### config.mk
export PLATFORM = sky130hd
export DESIGN_NAME = mc_ctrl
export DESIGN_NICKNAME = d
export VERILOG_FILES = /design/src/rtl/mc_ctrl.sv
export SDC_FILE = /design/constraint.sdc
export NUM_CORES = 1
export LEC_CHECK = 0
export BUFFER_PORTS_ARGS = -buffer_cell sky130_fd_sc_hd__buf_2
export CAP_MARGIN = 40
export CORE_UTILIZATION = 44
export DETAILED_ROUTE_END_ITERATION = 7
export GPL_ROUTABILITY_DRIVEN = 0
export GPL_TIMING_DRIVEN = 0
export PLACE_DENSITY = 0.86
export REMOVE_ABC_BUFFERS = 1
export SLEW_MARGIN = 20
export SYNTH_ARGS = -nofsm -noshare
export SYNTH_HDL_FRONTEND = slang
export SYNTH_SLANG_ARGS = --single-unit
### constraint.sdc
create_clock -name i_clk -period 3 [get_ports i_clk]
set_input_delay 0.15 -clock i_clk [delete_from_list [all_inputs] [get_ports i_clk]]
set_output_delay 0.15 -clock i_clk [all_outputs]
set_load 0.02 [all_outputs]
### src/rtl/mc_ctrl.sv
// mc_ctrl: multi-cycle MIPS control unit. Sequences each instruction through
// IF/ID/EX/MEM/WB, decodes ALU and datapath controls combinationally from the
// current state and instruction, and stalls on the memory ready handshake.

`ifndef ALU_ADD
`define ALU_ADD  4'd0
`define ALU_SUB  4'd1
`define ALU_AND  4'd2
`define ALU_OR   4'd3
`define ALU_XOR  4'd4
`define ALU_NOR  4'd5
`define ALU_SLT  4'd6
`define ALU_SLTU 4'd7
`define ALU_SLL  4'd8
`define ALU_SRL  4'd9
`define ALU_SRA  4'd10
`define ALU_SLLV 4'd11
`define ALU_SRLV 4'd12
`define ALU_SRAV 4'd13
`endif

module mc_ctrl (
  input  logic        i_clk,
  input  logic        i_rst_n,
  input  logic [31:0] i_instr,
  input  logic        i_zero,
  input  logic        i_mem_ready,
  output logic [3:0]  o_aluc,
  output logic [1:0]  o_alusrc_a,
  output logic [1:0]  o_alusrc_b,
  output logic        o_ext_zero,
  output logic        o_pc_we,
  output logic [1:0]  o_pcsrc,
  output logic        o_ir_we,
  output logic        o_iord,
  output logic        o_mem_re,
  output logic        o_mem_we,
  output logic        o_reg_we,
  output logic [1:0]  o_regdst,
  output logic [1:0]  o_memtoreg,
  output logic        o_illegal,
  output logic [2:0]  o_state
);

  typedef enum logic [2:0] {
    S_IF  = 3'd0,
    S_ID  = 3'd1,
    S_EX  = 3'd2,
    S_MEM = 3'd3,
    S_WB  = 3'd4
  } state_t;

  localparam logic [5:0] OP_RTYPE = 6'h00;
  localparam logic [5:0] OP_J     = 6'h02;
  localparam logic [5:0] OP_JAL   = 6'h03;
  localparam logic [5:0] OP_BEQ   = 6'h04;
  localparam logic [5:0] OP_BNE   = 6'h05;
  localparam logic [5:0] OP_ADDI  = 6'h08;
  localparam logic [5:0] OP_ADDIU = 6'h09;
  localparam logic [5:0] OP_SLTI  = 6'h0A;
  localparam logic [5:0] OP_SLTIU = 6'h0B;
  localparam logic [5:0] OP_ANDI  = 6'h0C;
  localparam logic [5:0] OP_ORI   = 6'h0D;
  localparam logic [5:0] OP_XORI  = 6'h0E;
  localparam logic [5:0] OP_LW    = 6'h23;
  localparam logic [5:0] OP_SW    = 6'h2B;

  state_t state_q, state_d;

  logic [5:0] opcode;
  logic [5:0] funct;
  logic       unused_instr_bits;

  assign opcode            = i_instr[31:26];
  assign funct             = i_instr[5:0];
  assign unused_instr_bits = ^i_instr[25:6];

  // Instruction class decode
  logic       is_rtype, is_ialu, is_mem, is_branch, is_jump;
  logic       funct_ok, is_shamt, ialu_zext, illegal;
  logic [3:0] r_aluc, i_aluc;

  // Decode opcode/funct into instruction class and ALU operation
  always_comb begin
    is_rtype  = (opcode == OP_RTYPE);
    is_jump   = (opcode == OP_J) || (opcode == OP_JAL);
    is_branch = (opcode == OP_BEQ) || (opcode == OP_BNE);
    is_mem    = (opcode == OP_LW) || (opcode == OP_SW);
    is_ialu   = 1'b1;
    ialu_zext = 1'b0;
    i_aluc    = `ALU_ADD;
    case (opcode)
      OP_ADDI, OP_ADDIU: i_aluc = `ALU_ADD;
      OP_SLTI:           i_aluc = `ALU_SLT;
      OP_SLTIU:          i_aluc = `ALU_SLTU;
      OP_ANDI: begin i_aluc = `ALU_AND; ialu_zext = 1'b1; end
      OP_ORI:  begin i_aluc = `ALU_OR;  ialu_zext = 1'b1; end
      OP_XORI: begin i_aluc = `ALU_XOR; ialu_zext = 1'b1; end
      default: is_ialu = 1'b0;
    endcase

    funct_ok = 1'b1;
    is_shamt = 1'b0;
    r_aluc   = `ALU_ADD;
    case (funct)
      6'h20, 6'h21: r_aluc = `ALU_ADD;
      6'h22, 6'h23: r_aluc = `ALU_SUB;
      6'h24:        r_aluc = `ALU_AND;
      6'h25:        r_aluc = `ALU_OR;
      6'h26:        r_aluc = `ALU_XOR;
      6'h27:        r_aluc = `ALU_NOR;
      6'h2A:        r_aluc = `ALU_SLT;
      6'h2B:        r_aluc = `ALU_SLTU;
      6'h00: begin r_aluc = `ALU_SLL; is_shamt = 1'b1; end
      6'h02: begin r_aluc = `ALU_SRL; is_shamt = 1'b1; end
      6'h03: begin r_aluc = `ALU_SRA; is_shamt = 1'b1; end
      6'h04:        r_aluc = `ALU_SLLV;
      6'h06:        r_aluc = `ALU_SRLV;
      6'h07:        r_aluc = `ALU_SRAV;
      default:      funct_ok = 1'b0;
    endcase

    illegal = is_rtype ? !funct_ok
                       : !(is_jump || is_branch || is_mem || is_ialu);
  end

  // State register, forced to IF asynchronously
  always_ff @(posedge i_clk or negedge i_rst_n) begin
    if (!i_rst_n) state_q <= S_IF;
    else          state_q <= state_d;
  end

  // Next-state sequencing
  always_comb begin
    state_d = state_q;
    case (state_q)
      S_IF:  if (i_mem_ready) state_d = S_ID;
      S_ID:  state_d = (is_jump || illegal) ? S_IF : S_EX;
      S_EX: begin
        if (is_rtype || is_ialu) state_d = S_WB;
        else if (is_mem)         state_d = S_MEM;
        else                     state_d = S_IF;
      end
      S_MEM: if (i_mem_ready) state_d = (opcode == OP_LW) ? S_WB : S_IF;
      S_WB:  state_d = S_IF;
      default: state_d = S_IF;
    endcase
  end

  // Output decode; everything held at its idle value while reset is low
  always_comb begin
    o_aluc     = `ALU_ADD;
    o_alusrc_a = 2'd0;
    o_alusrc_b = 2'd0;
    o_ext_zero = 1'b0;
    o_pc_we    = 1'b0;
    o_pcsrc    = 2'd0;
    o_ir_we    = 1'b0;
    o_iord     = 1'b0;
    o_mem_re   = 1'b0;
    o_mem_we   = 1'b0;
    o_reg_we   = 1'b0;
    o_regdst   = 2'd0;
    o_memtoreg = 2'd0;
    o_illegal  = 1'b0;
    o_state    = 3'd0;
    if (i_rst_n) begin
      o_state = state_q;
      case (state_q)
        S_IF: begin
          o_mem_re   = 1'b1;
          o_alusrc_b = 2'd1;
          o_ir_we    = i_mem_ready;
          o_pc_we    = i_mem_ready;
        end
        S_ID: begin
          o_alusrc_b = 2'd3;
          if (is_jump) begin
            o_pc_we = 1'b1;
            o_pcsrc = 2'd2;
            if (opcode == OP_JAL) begin
              o_reg_we   = 1'b1;
              o_regdst   = 2'd2;
              o_memtoreg = 2'd2;
            end
          end else if (illegal) begin
            o_illegal = 1'b1;
          end
        end
        S_EX: begin
          if (is_rtype) begin
            o_alusrc_a = is_shamt ? 2'd2 : 2'd1;
            o_aluc     = r_aluc;
          end else if (is_ialu) begin
            o_alusrc_a = 2'd1;
            o_alusrc_b = 2'd2;
            o_aluc     = i_aluc;
            o_ext_zero = ialu_zext;
          end else if (is_mem) begin
            o_alusrc_a = 2'd1;
            o_alusrc_b = 2'd2;
          end else if (is_branch) begin
            o_alusrc_a = 2'd1;
            o_aluc     = `ALU_SUB;
            o_pcsrc    = 2'd1;
            o_pc_we    = (opcode == OP_BEQ) ? i_zero : !i_zero;
          end
        end
        S_MEM: begin
          o_iord   = 1'b1;
          o_mem_re = (opcode == OP_LW);
          o_mem_we = (opcode == OP_SW);
        end
        S_WB: begin
          o_reg_we   = 1'b1;
          o_regdst   = is_rtype ? 2'd1 : 2'd0;
          o_memtoreg = (opcode == OP_LW) ? 2'd1 : 2'd0;
        end
        default: ;
      endcase
    end
  end

endmodule

==> results.ini <==
[status]
outcome=finished, final reports clean

[min_path]
hold_class=in2async

[cts]
post_cts_resized=0
clkSlewWorstSetupHoldPaths_ns=0.04
clock_latency_ns=0.24
cts-buffers-inserted=3
cts.path.max_buffers=2
cts_tree=built
htree_levels=1
cts_sinks=3
root_buffer=clkbuf_4

[die]
pin_count=61
floorplan.initialDensity_pct=47.81
die_w_um=45.55
dieArea_mm2=0.002075
core_mm2=0.001745
rows=15
die_h_um=45.55

[synthesis]
seq_area_frac_synth_pct=8.996
synth_edf_count=0
yosys_warnings=0
ys_ff_latch=3
yosys_most_used_dff=dfrtp_1
avgSynthCellArea_um2=6.623
syn_area_um2=834.6
syn_inst=126
ys_types=40
async_reset_ff_share_pct=100.0

[sta]
setup_viol_count_final=0
tightest_slew_ns=0.6549
slew_headroom_pct=56.00
fin_crit_sh_pct=63.78
rsz0062_at_grt=no
slew_viol_final=0
setup_tns_ns=0
hold_viol=0
finalCriticalPeriod_ns=1.913
skew_ns=0.006383
fmax_ghz=0.5226

[placed_design]
dp.cells=182
io_buffers=40
hpwlAfterDp_um=1792

[power]
power_density_mw_per_mm2=236.2
power.leakage_uw=0.0004963
ir_drop_mv=0.2108

[cells_and_area]
regMostFlops=state_q
largestRegisters=state_q x3
final_common_cell=buf_2
area_growth_pct=26.24
nets=199
diodes=0
drive_above_1_share_pct=29.63
largest_register_ffs=3
fillers=168
final_cell_mix=buf_2, nand2_1, nor2_1
layout.cells.non_filler=187

[global_route]
grt_use_total_pct=23.93
grt_pass1_wl_um=3739
grt_overflow=0
grt_pass1_vias=782
antenna_found_initial=0
grt_max_degree=16

[route]
detail_route.iter0.violations=47
ant_nets=0
totalWireLength_um=2438
drc=0
avgViaCountPerCell=5.882
drtPass1Iterations=5
wl_per_cell_um=13.04
via_count=1100

[setup_path]
slowest_stage=dfrtp_1
worst-path-max-fanout=15
cpPeakStageDelay_ns=0.52
crit_type=reg2out
path_cells=nor2b_1 -> nand2_1 -> o32a_1 -> nor2_1 -> buf_2
required_ns=2.85
cp.arrival_ns=1.76
end_kind=output port
cp-start-kind=flop

[run]
cap_violations=0

==> final cells by class <==
| type | instances | area, µm² | area share (%) |
|---|---|---|---|
| flip-flops and latches | 3 | 75.07 | 7.126 |
| clock buffers | 4 | 26.28 | 2.494 |
| repair buffers | 41 | 210.2 | 19.95 |
| well taps | 25 | 31.28 | 2.969 |
| multi-input cells | 109 | 691.9 | 65.68 |
| inverters | 5 | 18.77 | 1.781 |
==> worst max-delay path, delay by kind of cell (launching register included) <==
kind | cells | cell delay [ns]
compound gates | 1 | 0.29
flops | 1 | 0.52
simple gates | 3 | 0.55
buf+inv | 1 | 0.17
==> per-layer routing <==
metal  vias up  part of all wire, %  GRT usage (%)
met5         -                    0              0
met4         0                 0.90          3.636
met3         5                  8.5          1.587
met2        67                   47          33.43
met1       491                   43          39.47
li1        537                    -              -
==> synth_stat cells (all sizes together) (4+ instances only) <==
library cell / count / share of area (%)
nand2: 11 / 4.9
nor2: 10 / 4.5
nand2b: 8 / 6.0
nor2b: 8 / 6.0
nor3: 8 / 4.8
a21oi: 6 / 3.6
and2: 6 / 4.5
buf: 6 / 4.5
nand3: 6 / 3.6
inv: 5 / 2.2
o21ai: 5 / 3.0
a211oi: 4 / 4.8
nor3b: 4 / 3.6
o211ai: 4 / 4.2
==> through the flow <==
| step | hold slack, ns | util (%) | setup slack, ns | power, µW | area (µm²) |
|---|---|---|---|---|---|
| 3_5_place_dp | -0.01909 | 58.28 | 1.124 | 173.5 | 1017 |
| 3_3_place_gp | -0.01660 | 58.28 | 1.247 | 169.7 | 1017 |
| 2_1_floorplan | -0.1456 | - | 1.290 | 123.6 | 785.8 |
| 4_1_cts | 0.2679 | 60.36 | 1.116 | 248.8 | 1054 |
| 5_1_grt | 0.2971 | 60.36 | 0.9738 | 265.7 | 1054 |
| 6_report | 0.2807 | 60.36 | 1.087 | 248.8 | 1054 |
==> kinds of logic (layout without fill, tap and decap cells) <==
| kind of cell | count (synthesis) | in the layout | share of synthesized area, % |
|---|---|---|---|
| buf+inv | 14 | 50 | 8.095 |
| flops | 3 | 3 | 8.995 |
| compound gates | 31 | 31 | 28.49 |
| xor+xnor | 2 | 2 | 2.099 |
| simple gates | 76 | 76 | 52.33 |
==> final timing paths <==
check / start / endpoint / slack (ns) / cells past startpoint
min reg2reg: state_q[2] / state_q[0] / 0.65 / 1
max: state_q[0] / o_pc_we / 1.09 / 5
min: i_rst_n / state_q[2] / 0.28 / 2
max in group asynchronous: i_rst_n / state_q[0] / 2.56 / 2
max reg2reg: state_q[0] / state_q[0] / 1.73 / 3
min in group i_clk: i_mem_ready / state_q[0] / 0.28 / 4
==> where the power goes <==
group	internal [µW]	switching (µW)	total [µW]
Sequential	44.0	11.6	55.6
Clock	49.9	21.6	71.5
Combinational	46.6	75.1	122
==> timing repair <==
item,CTS,global route
hold endpoints to repair,3,0
buffers inserted,0,0
hold buffers,1,0
(Power assumes the default switching activity.)
